===== config.mk =====
export PLATFORM = sky130hd
export DESIGN_NAME = video_vblank_wr_sched
export DESIGN_NICKNAME = d
export VERILOG_FILES = /design/src/rtl/video_sched_pkg.sv /design/src/rtl/video_wr_fifo.sv /design/src/rtl/video_vblank_wr_sched.sv
export SDC_FILE = /design/constraint.sdc
export NUM_CORES = 1
export LEC_CHECK = 0
export BUFFER_PORTS_ARGS = -buffer_cell sky130_fd_sc_hd__buf_2
export CAP_MARGIN = 10
export CORE_ASPECT_RATIO = 0.5
export CORE_MARGIN = 2
export CORE_UTILIZATION = 25
export CTS_CLUSTER_SIZE = 24
export DETAILED_ROUTE_END_ITERATION = 8
export PLACE_DENSITY_LB_ADDON = 0.1
export SLEW_MARGIN = 20
export SYNTH_ARGS = -nofsm -noshare
export SYNTH_HDL_FRONTEND = slang
export SYNTH_SLANG_ARGS = --single-unit

===== constraint.sdc =====
create_clock -name clk_sys -period 6.37 [get_ports clk_sys]
set_input_delay 0.9555 -clock clk_sys [delete_from_list [all_inputs] [get_ports clk_sys]]
set_output_delay 0.9555 -clock clk_sys [all_outputs]
set_load 0.01 [all_outputs]

===== src/rtl/video_sched_pkg.sv =====
// Shared types for the vertical-blank write scheduler: the queued bus write
// and the scheduler state encoding.
package video_sched_pkg;

    localparam int ADDR_W         = 21;
    localparam int DATA_W         = 32;
    localparam int FB_BIT_DEFAULT = 20;

    typedef struct packed {
        logic [ADDR_W-1:0] addr;
        logic [DATA_W-1:0] data;
    } vid_wr_t;

    typedef enum logic [1:0] {
        HOLD  = 2'd0,
        DRAIN = 2'd1,
        FLUSH = 2'd2
    } sched_state_t;

endpackage


===== src/rtl/video_wr_fifo.sv =====
// First-word-fall-through FIFO of deferred slot-register writes.
module video_wr_fifo
    import video_sched_pkg::*;
#(
    parameter int DEPTH = 16
) (
    input  logic                   clk_sys,
    input  logic                   reset_sys_n,
    input  logic                   push,
    input  logic                   pop,
    input  vid_wr_t                din,
    output vid_wr_t                dout,
    output logic                   full,
    output logic                   empty,
    output logic [$clog2(DEPTH):0] count
);

    localparam int                 PTR_W    = $clog2(DEPTH);
    localparam logic [PTR_W-1:0]   PTR_ONE  = PTR_W'(1);
    localparam logic [PTR_W:0]     CNT_ONE  = (PTR_W + 1)'(1);
    localparam logic [PTR_W:0]     CNT_FULL = (PTR_W + 1)'(DEPTH);

    vid_wr_t          mem_r [DEPTH];
    logic [PTR_W-1:0] wr_ptr_r;
    logic [PTR_W-1:0] rd_ptr_r;
    logic [PTR_W:0]   count_r;
    logic             do_push_s;
    logic             do_pop_s;

    assign empty     = (count_r == '0);
    assign full      = (count_r == CNT_FULL);
    assign count     = count_r;
    assign dout      = mem_r[rd_ptr_r];
    assign do_pop_s  = pop & ~empty;
    assign do_push_s = push & (~full | do_pop_s);

    // Storage array; contents need no reset because the pointers define validity.
    always_ff @(posedge clk_sys) begin
        if (do_push_s) begin
            mem_r[wr_ptr_r] <= din;
        end
    end

    // Pointer and occupancy bookkeeping.
    always_ff @(posedge clk_sys or negedge reset_sys_n) begin
        if (!reset_sys_n) begin
            wr_ptr_r <= '0;
            rd_ptr_r <= '0;
            count_r  <= '0;
        end else begin
            if (do_push_s) begin
                wr_ptr_r <= wr_ptr_r + PTR_ONE;
            end
            if (do_pop_s) begin
                rd_ptr_r <= rd_ptr_r + PTR_ONE;
            end
            if (do_push_s && !do_pop_s) begin
                count_r <= count_r + CNT_ONE;
            end else if (!do_push_s && do_pop_s) begin
                count_r <= count_r - CNT_ONE;
            end else begin
                count_r <= count_r;
            end
        end
    end

endmodule


===== src/rtl/video_vblank_wr_sched.sv =====
// Defers sprite/OSD/slot register writes to a window after frame_start while
// frame-buffer writes pass straight through with priority on the output bus.
module video_vblank_wr_sched
    import video_sched_pkg::*;
#(
    parameter int DEPTH        = 16,
    parameter int DRAIN_CYCLES = 1024,
    parameter int FB_BIT       = FB_BIT_DEFAULT
) (
    input  logic                   clk_sys,
    input  logic                   reset_sys_n,
    input  logic                   cpu_cs,
    input  logic                   cpu_wr,
    input  logic [20:0]            cpu_addr,
    input  logic [31:0]            cpu_wr_data,
    input  logic                   frame_start,
    input  logic                   defer_en,
    input  logic                   ovf_clr,
    output logic                   video_cs,
    output logic                   video_wr,
    output logic [20:0]            video_addr,
    output logic [31:0]            video_wr_data,
    output logic [$clog2(DEPTH):0] fifo_count,
    output logic                   draining,
    output logic                   ovf_flag
);

    localparam int               CNT_W    = $clog2(DRAIN_CYCLES) + 1;
    localparam logic [CNT_W-1:0] WIN_LAST = CNT_W'(DRAIN_CYCLES - 1);
    localparam logic [CNT_W-1:0] WIN_ONE  = CNT_W'(1);

    sched_state_t     state_r;
    logic [CNT_W-1:0] win_cnt_r;
    logic             req_s;
    logic             bypass_s;
    logic             enq_s;
    logic             pop_s;
    logic             push_s;
    logic             drop_s;
    logic             fifo_full_s;
    logic             fifo_empty_s;
    vid_wr_t          fifo_din_s;
    vid_wr_t          fifo_dout_s;

    // Request classification. Once anything is queued, slot writes keep queuing
    // so that they never overtake older slot writes.
    always_comb begin
        req_s      = cpu_cs & cpu_wr;
        bypass_s   = req_s & (cpu_addr[FB_BIT] | (~defer_en & fifo_empty_s));
        enq_s      = req_s & ~bypass_s;
        pop_s      = (state_r != HOLD) & ~fifo_empty_s & ~bypass_s;
        push_s     = enq_s & (~fifo_full_s | pop_s);
        drop_s     = enq_s & fifo_full_s & ~pop_s;
        fifo_din_s = '{addr: cpu_addr, data: cpu_wr_data};
    end

    video_wr_fifo #(
        .DEPTH (DEPTH)
    ) u_fifo (
        .clk_sys     (clk_sys),
        .reset_sys_n (reset_sys_n),
        .push        (push_s),
        .pop         (pop_s),
        .din         (fifo_din_s),
        .dout        (fifo_dout_s),
        .full        (fifo_full_s),
        .empty       (fifo_empty_s),
        .count       (fifo_count)
    );

    // Output bus register: bypass wins, otherwise the popped FIFO head.
    always_ff @(posedge clk_sys or negedge reset_sys_n) begin
        if (!reset_sys_n) begin
            video_cs      <= 1'b0;
            video_wr      <= 1'b0;
            video_addr    <= 21'd0;
            video_wr_data <= 32'd0;
        end else if (bypass_s) begin
            video_cs      <= 1'b1;
            video_wr      <= 1'b1;
            video_addr    <= cpu_addr;
            video_wr_data <= cpu_wr_data;
        end else if (pop_s) begin
            video_cs      <= 1'b1;
            video_wr      <= 1'b1;
            video_addr    <= fifo_dout_s.addr;
            video_wr_data <= fifo_dout_s.data;
        end else begin
            video_cs      <= 1'b0;
            video_wr      <= 1'b0;
            video_addr    <= 21'd0;
            video_wr_data <= 32'd0;
        end
    end

    // Window/flush sequencer; draining is registered alongside the state.
    always_ff @(posedge clk_sys or negedge reset_sys_n) begin
        if (!reset_sys_n) begin
            state_r   <= HOLD;
            win_cnt_r <= '0;
            draining  <= 1'b0;
        end else begin
            case (state_r)
                HOLD: begin
                    if (frame_start) begin
                        state_r   <= DRAIN;
                        win_cnt_r <= '0;
                        draining  <= 1'b1;
                    end else if (!defer_en && !fifo_empty_s) begin
                        state_r  <= FLUSH;
                        draining <= 1'b1;
                    end else begin
                        state_r  <= HOLD;
                        draining <= 1'b0;
                    end
                end
                DRAIN: begin
                    win_cnt_r <= win_cnt_r + WIN_ONE;
                    if (!defer_en) begin
                        state_r  <= FLUSH;
                        draining <= 1'b1;
                    end else if (frame_start) begin
                        state_r   <= DRAIN;
                        win_cnt_r <= '0;
                        draining  <= 1'b1;
                    end else if ((win_cnt_r == WIN_LAST) || (fifo_empty_s && !push_s)) begin
                        state_r  <= HOLD;
                        draining <= 1'b0;
                    end else begin
                        state_r  <= DRAIN;
                        draining <= 1'b1;
                    end
                end
                FLUSH: begin
                    if (fifo_empty_s) begin
                        state_r  <= HOLD;
                        draining <= 1'b0;
                    end else begin
                        state_r  <= FLUSH;
                        draining <= 1'b1;
                    end
                end
                default: begin
                    state_r  <= HOLD;
                    draining <= 1'b0;
                end
            endcase
        end
    end

    // Sticky overflow: a dropped write outranks a same-cycle clear.
    always_ff @(posedge clk_sys or negedge reset_sys_n) begin
        if (!reset_sys_n) begin
            ovf_flag <= 1'b0;
        end else if (drop_s) begin
            ovf_flag <= 1'b1;
        end else if (ovf_clr) begin
            ovf_flag <= 1'b0;
        end else begin
            ovf_flag <= ovf_flag;
        end
    end

endmodule


== Word level (Yosys, flattened, before mapping) ==
Memories as Yosys holds them, arrays and structs flattened.
Index checks and enable logic that the tools add are counted.
Storage, ports and cells
  register bits: 82
  memory bits (writable): 848
  input port bits: 60
  word-level logic and storage cells: 87
  memories kept: 1
Cells by class
  add/sub/neg operators: 5
  eq/ne operators: 5
  multiplexer cells: 30
  bitwise operators: 19
  reduce and logical (&&, ||, !) cells: 17
Memory list
  u_fifo.mem_r: words 16, bits a word 53, read ports 1, clocked after memory_dff 0, write ports 1, RTL line video_wr_fifo.sv:23  | vid_wr_t mem_r [DEPTH];
Operators by type and width (count)
  32-bit 2-to-1 mux: 2
  21-bit 2-to-1 mux: 2
  11-bit 2-to-1 mux: 3
  11-bit case mux with 2 select lines: 1
  1-bit 2-to-1 mux: 14
  11-bit by 1-bit adder with 11-bit output (second input constant): 1
  1-bit bitwise AND: 11
  11-bit by 10-bit == test with 1-bit output (second input constant): 1
  5-bit 2-to-1 mux: 2
  4-bit by 1-bit adder with 4-bit output (second input constant): 2
  2-bit 2-to-1 mux: 4
  2-bit nonzero test: 4
  2-bit case mux with 3 select lines: 1
  5-bit by 1-bit adder with 5-bit output (second input constant): 1
  5-bit == test (second input constant): 1
  1-bit zero test: 5
  5-bit zero test: 1
  1-bit inverter: 5
  5-bit by 1-bit subtractor with 5-bit output (second input constant): 1
  1-bit logical AND: 4
  1-bit OR: 3
  1-bit case mux with 3 select lines: 1
  2-bit by 1-bit == test with 1-bit output (second input constant): 1
  2-bit == test (second input constant): 1
  4 further kinds: 4

== Longest topological paths before layout ==
Gate-level depths: netlist of the first run.
  depth in word-level cells: 15
  depth in mapped cells: 12
  gate-level depth less buffers: 11

== Modules after synthesis ==
Synthesis of the first run repeated with hierarchy kept, for this count alone.
Unflattened totals
  cells, all modules: 1940
  area, all modules: 36249.8 um^2
Modules (own cells, without submodules)
  video_wr_fifo: instances 1, cells each 1613, area an instance 33253.1 um^2, sequential area each 25789.7 um^2
  video_vblank_wr_sched: instances 1, cells each 327, area an instance 2996.6 um^2, sequential area each 1726.7 um^2

== Worst setup path before layout of the first run ==
OpenSTA, ideal clock, no wires.
  path kind: input port to flip-flop
  start: in defer_en
  end: mem u_fifo.mem_r[3][0] in the netlist's numbering (enable)
  library setup time: 529 ps
  arrival time: 5577 ps
  required time: 5841 ps
  slack: 264 ps
  stages: 7
  buffers on the path: 2
  cell sequence: clkbuf_1 -> nor2_1 -> a21oi_1 -> o21a_1 -> clkbuf_1 -> nand2_1 -> nor3_1
Between the ends
  cells in the longest elaborated chain, start to end: 11
  elaborated cells between the ends (all ways): 14
Ends and longest elaborated chain
  start: declaration: RTL line video_vblank_wr_sched.sv:17  | input logic defer_en,
  1-bit inverter (*): RTL line video_vblank_wr_sched.sv:49  | bypass_s = req_s & (cpu_addr[FB_BIT] | (~defer_en & fifo_empty_s));
  1-bit bitwise AND (*): RTL line video_vblank_wr_sched.sv:49
  1-bit OR (*): RTL line video_vblank_wr_sched.sv:49
  1-bit bitwise AND (*): RTL line video_vblank_wr_sched.sv:49
  1-bit inverter (*): RTL line video_vblank_wr_sched.sv:50, video_vblank_wr_sched.sv:51
  1-bit bitwise AND: RTL line video_vblank_wr_sched.sv:51  | pop_s = (state_r != HOLD) & ~fifo_empty_s & ~bypass_s;
  1-bit OR or 1-bit bitwise AND (tied branches): RTL line video_vblank_wr_sched.sv:52, video_wr_fifo.sv:34
  1-bit bitwise AND or 1-bit OR (tied branches): RTL line video_vblank_wr_sched.sv:52, video_wr_fifo.sv:35
  1-bit bitwise AND (*): RTL line video_wr_fifo.sv:35  | assign do_push_s = push & (~full | do_pop_s);
  via u_fifo.do_push_s: RTL line video_wr_fifo.sv:27  | logic do_push_s;
  1-bit 2-to-1 mux (*): RTL line video_wr_fifo.sv:39  | if (do_push_s) begin
  1-bit 2-to-1 mux (implied by the code) (*): RTL line video_wr_fifo.sv:40  | mem_r[wr_ptr_r] <= din;
  end: declaration: RTL line video_wr_fifo.sv:23
Mark *: on every way through the listed nets, which the timed path passes. The rest lies on a longest branch.

== Final worst setup path of the first run ==
  start: reg u_fifo.count_r[4] (netlist: u_fifo.count[4])
  end: mem u_fifo.mem_r[7][3] in the netlist's numbering (enable)
Between the ends
  cells in the longest elaborated chain, start to end: 11
  elaborated cells between the ends (all ways): 18
Ends and longest elaborated chain
  start: declaration: RTL line video_wr_fifo.sv:26  | logic [PTR_W:0] count_r;
  start signal: assignment: RTL line video_wr_fifo.sv:58  | count_r <= count_r + CNT_ONE;
  start signal: assignment: RTL line video_wr_fifo.sv:60  | count_r <= count_r - CNT_ONE;
  start signal: assignment: RTL line video_wr_fifo.sv:62  | count_r <= count_r;
  5-bit zero test: RTL line video_wr_fifo.sv:30  | assign empty = (count_r == '0);
  1-bit bitwise AND: RTL line video_vblank_wr_sched.sv:49
  1-bit OR: RTL line video_vblank_wr_sched.sv:49
  1-bit bitwise AND: RTL line video_vblank_wr_sched.sv:49
  1-bit inverter: RTL line video_vblank_wr_sched.sv:50, video_vblank_wr_sched.sv:51
  1-bit bitwise AND: RTL line video_vblank_wr_sched.sv:51
  1-bit OR or 1-bit bitwise AND (tied branches): RTL line video_vblank_wr_sched.sv:52, video_wr_fifo.sv:34
  1-bit bitwise AND or 1-bit OR (tied branches): RTL line video_vblank_wr_sched.sv:52, video_wr_fifo.sv:35
  1-bit bitwise AND (*): RTL line video_wr_fifo.sv:35
  1-bit 2-to-1 mux (*): RTL line video_wr_fifo.sv:39
  1-bit 2-to-1 mux (implied by the code) (*): RTL line video_wr_fifo.sv:40
Every way passes the cells marked *; elsewhere a longest branch is shown, timed or not.

==> impl_metrics.yaml, run 1 <==
sta:
  worst_pin_slew_ps: 1085
  finalSetupViolCount: 0
  finalCritPeriodShare: 0.5015
  fin_worst_skew_ps: 19.71
  fin_crit_ps: 3195
  fmax_mhz: 313.0
  final_hold_viol_count: 0
  rsz0062_at_grt: "false"
  tns_ps: 0
  maxSlewViolCount: 0
  relSlewSlack: 0.2769
clock_network:
  htree_levels: 3
  insertion_delay_ps: 670
  clock_path_buffers: 3
  cts_sinks: 930
  post_cts_buffers: 0
  path_clk_slew_ps: 60
  hold_buffers: 0
  cts_tree: "yes"
  cts_resized: 0
  numCtsBuffers: 93
  root_buffer: "clkbuf_16"
critical_path:
  critPathArrivalTime_ps: 3510
  cp-end-kind: "flop"
  path_class: "flop to flop"
  slowest_stage: "nor2_4"
  startpoint_type: "flop"
  cp_max_fo: 28
  cp-startpoint: "u_fifo.count[4]"
  crit_chain: "nor2_1, a21oi_1, o21a_1, nand2_1, nor2_4, buf_4"
  cp_num_buf_inv: 1
  cp.required_ps: 6690
  crit_family: "simple AND/OR/NAND/NOR gates"
  regToRegStartpoint: "u_fifo.count[4]"
  cpPeakStageDelay_ps: 680
cells_and_area:
  fin_area_um2: 41730
  num-nets-final: 1839
  syn_to_final_growth_pct: 17.15
  final_cell_mix: "edfxtp_1 (848), mux4_2 (210), buf_2 (120)"
  multi_input_area_um2: 7735
  nFillCells: 13550
  regArea_um2: 27530
  final_common_cell: "edfxtp_1"
  layout-drive-gt1-share: 0.3030
  stdcell_count: 3727
route:
  drc: 0
  met3_length_mm: 3.074
  post_drt_wl_per_cell_um: 24.50
  ant_nets: 0
  detail_route.iter0.violations: 1009
  dr_wl_met2_mm: 43.20
  wl_mm: 91.30
  dr.pass1.iters: 5
  wl_met1_mm: 43.33
  vias: 16300
  dr.max_layer_used: "met5"
  vias_per_cell: 4.374
die:
  die-area_um2: 145700
  core-area_um2: 140700
  row_count: 97
  fp.dieH_um: 270.9
  die_w_um: 537.8
  boundaryPins: 122
  initial_core_util: 0.2532
synth:
  synth_top_family_by_area: "multiplexers"
  synth_top_area_share: 0.7149
  ys.flop_type: "edfxtp_1"
  syn_avg_cell_area_um2: 22.23
  yosysWarnings: 0
  synth-seq-area-share: 0.7725
  synth_fa_ha_area_frac: 0.004075
  synthTopCellsByArea: "edfxtp_1 (71%), mux4_2 (13%), dfrtp_1 (5.8%), mux2i_1 (3.1%), o221ai_2 (1.3%)"
  synth_edf_count: 848
  synth.net_count: 1673
  synth_compound_area_frac: 0.02729
  synth_largest_area_cell: "edfxtp_1"
  synth_mux_area_frac: 0.1634
  async_flop_share: 0.08817
  synth_cells: 1602
  syn_area_um2: 35620
  synth-seq-cells: 930
  yosys.area_share.simple: 0.01655
  synthXorXnorAreaFrac: 0.002459
  synth_cell_type_count: 46
grt:
  grt_max_degree: 101
  first_global_vias: 17390
  grtUsageTotal: 0.1260
  grt_first_pass_wirelength_mm: 132.0
  antenna_found_initial: 3
  gr-total-overflow: 0
place:
  placed_area_um2: 38670
  io_buffers: 121
  hpwl_mm: 50.61
  dpl.cell_count: 3551
  gp_congestion: 0.6751
pwr:
  ir_drop_v: 0.0003568
  sequentialPowerShare: 0.422
  leakagePower_nw: 13.44
  swShare: 0.3011
  powerDensity_nw_per_um2: 416.4
  total_power_mw: 17.38
  p_int_mw: 12.14
  combPwrFrac: 0.262
  p_clk_frac: 0.316
  power.switching_mw: 5.232
flow_run:
  max-cap-violations: 0
status:
  outcome: "complete, no violations"
min_path:
  hold_class: "input pin to async pin"
worst paths after layout:
kind	end	slack (ps)	depth (start not counted)
max	u_fifo.mem_r[7][3]	3180	6
min	video_wr_data[11]	240	1
max reg2reg	u_fifo.mem_r[7][3]	3180	6
min reg2reg	win_cnt_r[6]	480	1
max in group asynchronous	u_fifo.rd_ptr_r[1]	4830	2
min in group clk_sys	win_cnt_r[6]	480	1
state kept, by name (all words and copies together), names as in the netlist:
register and flops:
u_fifo.mem_r 848, video_wr_data 32, video_addr 21, win_cnt_r 11, u_fifo.count 5, u_fifo.rd_ptr_r 4
u_fifo.wr_ptr_r 4, state_r 2, draining 1, ovf_flag 1, video_wr 1
metal layers:
layer | GRT usage | vias to the layer above
met5 | 0 | -
met2 | 0.2005 | 246
li1 | - | 7030
met1 | 0.1781 | 8908
met4 | 0.02982 | 2
met3 | 0.02241 | 117
cell usage after synthesis (6+ instances only):
cell	instances
o221ai_2	31
inv_1	10
ha_1	10
a21oi_1	11
mux4_2	210
nand2b_1	6
o221ai_1	22
buf_6	8
buf_2	29
o21ai_0	20
xnor2_1	8
dfrtp_1	82
clkbuf_1	39
buf_1	7
nor2_1	25
mux2i_1	109
edfxtp_1	848
nand2_1	74
nor3_1	6
power by group through the flow:
stage | Clock (mW) | Sequential (mW) | Combinational (mW)
final | 5.49 | 7.33 | 4.55
after global placement | 0 | 7.49 | 4.75
after global routing | 5.92 | 7.38 | 4.97
after floorplan | 0 | 7.33 | 3.22
after detailed placement | 0 | 7.48 | 4.74
after CTS | 5.70 | 7.36 | 4.75
area by class of cell:
type | count | area share
Antenna cell | 1 | 0.00005997
Clock buffer | 124 | 0.06057
Clock inverter | 48 | 0.01118
Inverter | 11 | 0.0009895
Multi-Input combinational cell | 573 | 0.1854
Sequential cell | 930 | 0.6597
Tap cell | 1881 | 0.05640
Timing Repair Buffer | 159 | 0.02570
worst reg2reg max path: stages, from the launching register on:
cell and delay [ps]:
dfrtp_1 620, nor2_1 110, a21oi_1 130, o21a_1 330, nand2_1 330, nor2_4 680
buf_4 570
stage by stage:
stage | hold slack, ps | util | setup slack, ps
global route | 230.2 | 0.2966 | 2959
detailed placement | 466.3 | 0.2749 | 2458
CTS | 207.4 | 0.2962 | 3091
global placement | 466.7 | 0.2748 | 2487
finish | 240.9 | 0.2966 | 3175
floorplan | 444.8 | - | 264.3
cells by family (layout without fill, tap and decap cells):
| family | count (synthesis) | in the layout |
|---|---|---|
| xor+xnor | 10 | 10 |
| simple gates | 131 | 131 |
| other cells | 0 | 1 |
| fa+ha+maj | 11 | 11 |
| buf+inv | 99 | 342 |
| mux | 319 | 319 |
| flops | 930 | 930 |
| compound gates | 102 | 102 |
(Power assumes the default switching activity.)
==> inputs of run 2 (changes only) <==
--- a/config.mk
+++ b/config.mk
@@ -5,6 +5,7 @@
 export SDC_FILE = /design/constraint.sdc
 export NUM_CORES = 1
 export LEC_CHECK = 0
+export ABC_AREA = 1
 export BUFFER_PORTS_ARGS = -buffer_cell sky130_fd_sc_hd__buf_2
 export CAP_MARGIN = 10
 export CORE_ASPECT_RATIO = 0.5
==> constraint.sdc (replaced) <==
create_clock -name clk_sys -period 3.2 [get_ports clk_sys]
set_input_delay 0.48 -clock clk_sys [delete_from_list [all_inputs] [get_ports clk_sys]]
set_output_delay 0.48 -clock clk_sys [all_outputs]
set_load 0.01 [all_outputs]
==> impl_metrics.yaml, run 2 <==
status:
  outcome: "complete, no violations"
pwr:
  ir_drop_v: 0.0005928
  power.switching_mw: 14.03
  leakagePower_nw: 15.78
  powerDensity_nw_per_um2: 868.3
  p_int_mw: 24.02
  p_clk_frac: 0.304
  combPwrFrac: 0.318
  swShare: 0.3688
  sequentialPowerShare: 0.379
sta:
  fmax_mhz: 402.1
  tns_ps: 0
  finalCritPeriodShare: 0.7772
  fin_worst_skew_ps: 27.60
  maxSlewViolCount: 0
  rsz0062_at_grt: "false"
  fin_crit_ps: 2487
  worst_pin_slew_ps: 1039
  final_hold_viol_count: 0
  finalSetupViolCount: 0
  relSlewSlack: 0.3074
place:
  io_buffers: 121
  hpwl_mm: 60.35
  gp_congestion: 0.7172
  dpl.cell_count: 5090
grt:
  grt_max_degree: 135
  gr-total-overflow: 0
  grtUsageTotal: 0.1512
  grt_first_pass_wirelength_mm: 170.3
  antenna_found_initial: 2
  first_global_vias: 23860
die:
  fp.dieH_um: 277.5
  initial_core_util: 0.2516
  row_count: 100
  boundaryPins: 122
  die_w_um: 551.0
  core-area_um2: 148600
  die-area_um2: 152900
clock_network:
  htree_levels: 3
  cts_resized: 0
  insertion_delay_ps: 700
  hold_buffers: 2
  cts_tree: "yes"
  cts_sinks: 930
  post_cts_buffers: 0
  root_buffer: "clkbuf_16"
  numCtsBuffers: 98
  path_clk_slew_ps: 60
  clock_path_buffers: 3
cells_and_area:
  final_cell_mix: "nand2_1 (1011), edfxtp_1 (848), nand3_1 (753)"
  stdcell_count: 5277
  layout-drive-gt1-share: 0.1144
  largest-register: "u_fifo.mem_r"
  multi_input_area_um2: 8677
  regArea_um2: 27530
  largest_reg_flops: 848
  syn_to_final_growth_pct: 17.19
  num-nets-final: 3274
  nFillCells: 15270
  top_regs: "u_fifo.mem_r (848), video_wr_data (32), video_addr (21)"
  fin_util: 0.2948
  final_common_cell: "nand2_1"
route:
  post_drt_wl_per_cell_um: 21.93
  ant_nets: 0
  detail_route.iter0.violations: 1649
  dr.pass1.iters: 5
  drc: 0
  wl_mm: 115.7
  vias: 23650
  vias_per_cell: 4.482
synth:
  synth-seq-cells: 930
  ys.flop_type: "edfxtp_1"
  synth_cells: 3090
  synth_top_area_share: 0.6809
  synth_cell_type_count: 39
  synth-seq-area-share: 0.7358
  yosys-top-cells-count: "nand2_1 (1011), edfxtp_1 (848), nand3_1 (753), dfrtp_1 (82), buf_2 (73)"
  syn_area_um2: 37400
  synth.net_count: 3161
  synth_largest_area_cell: "edfxtp_1"
  synthTopCellsByArea: "edfxtp_1 (68%), nand2_1 (10%), nand3_1 (10%), dfrtp_1 (5.5%), buf_4 (1.3%)"
  synth.most_common_cell: "nand2_1"
  syn_avg_cell_area_um2: 12.10
  async_flop_share: 0.08817
  synth_edf_count: 848
  yosysWarnings: 0
critical_path:
  cp_max_fo: 54
  startpoint_type: "flop"
  cp.required_ps: 3770
  path_class: "flop to flop"
  cp-end-kind: "flop"
  critPathArrivalTime_ps: 3060
min_path:
  hold_class: "input pin to flop"
flow_run:
  max-cap-violations: 0
-- run 2: changes by cell type in the layout (fill, tap and decap cells not counted), moves of 8 or more --
cell,previous run,this run
clkbuf_8,2,10
buf_12,14,38
mux2i_1,109,0
nor2_4,12,0
mux4_2,210,0
inv_1,10,50
buf_4,24,40
o221ai_1,22,0
nand3_1,4,753
nand2_1,73,1011
nor3_4,0,16
o21ai_1,0,55
o221ai_2,31,0
-- run 2: cells by family (layout without fill, tap and decap cells) --
kind of cell / Yosys count / count (layout) / synth area share
adder cells (fa/ha/maj): 11 / 11 / 0.003881
AO/OA/AOI/OAI: 89 / 89 / 0.01295
other: 0 / 1 / 0
buffers and inverters: 244 / 441 / 0.03721
AND/OR/NAND/NOR: 1809 / 1809 / 0.2085
XOR/XNOR: 7 / 7 / 0.001639
flip-flops: 930 / 930 / 0.7358
-- run 2: final cells by class --
cell class / instances / share of cell area
flip-flops and latches: 930 / 0.6282
well taps: 1989 / 0.05679
diodes: 1 / 0.00005710
repair buffers: 201 / 0.03863
clock buffers: 139 / 0.06224
multi-input cells: 1916 / 0.1980
clock inverters: 45 / 0.01051
inverters: 56 / 0.005539
-- run 2: per-stage QoR --
stage	hold WS, ps	setup WS (ps)	instance area [um^2]	power (mW)
finish	93.02	713.0	43820	38.05
global route	64.06	493.1	43820	40.47
CTS	33.87	650.4	43820	38.87
detailed placement	445.0	473.0	40610	27.16
global placement	443.0	499.1	40610	27.21
floorplan	184.4	-388.4	37510	22.60
-- run 2: path summary, 6_finish.rpt --
path                            startpoint                 end  slack (ps)  cells after the start
min reg2reg                   win_cnt_r[7]        win_cnt_r[7]         490                      2
min in group asynchronous      reset_sys_n       video_addr[3]         270                      2
max reg2reg                u_fifo.count[3]      video_addr[20]         710                      9
min                               defer_en          state_r[1]          90                      2
max                        u_fifo.count[3]      video_addr[20]         710                      9
max in group asynchronous      reset_sys_n  u_fifo.rd_ptr_r[3]        2190                      3
-- run 2: worst max-delay path, cell delays in order, from the launching register on --
cell and delay, ps:
dfrtp_1 410, nor2_2 210, nand4_1 140, nand2_2 120, nand2_2 110, nand2_4 80
buf_4 750, inv_1 310, nand3_1 160, o21ai_1 80
-- run 2: power groups by stage --
stage / sequential [mW] / clock, mW / combinational (mW)
after floorplan: 14.6 / 0 / 8.04
after global placement: 14.7 / 0 / 12.5
after detailed placement: 14.7 / 0 / 12.5
after CTS: 14.4 / 11.9 / 12.5
after global routing: 14.5 / 12.4 / 13.6
final: 14.4 / 11.6 / 12.1
-- run 2: metal layers --
| metal | vias to the layer above | global-route usage | wire (um) |
|---|---|---|---|
| met5 | - | 0 | 13 |
| met4 | 2 | 0.03289 | 2066 |
| met3 | 142 | 0.02079 | 3731 |
| met2 | 366 | 0.2372 | 52670 |
| met1 | 11990 | 0.2210 | 57240 |
| li1 | 11150 | - | - |
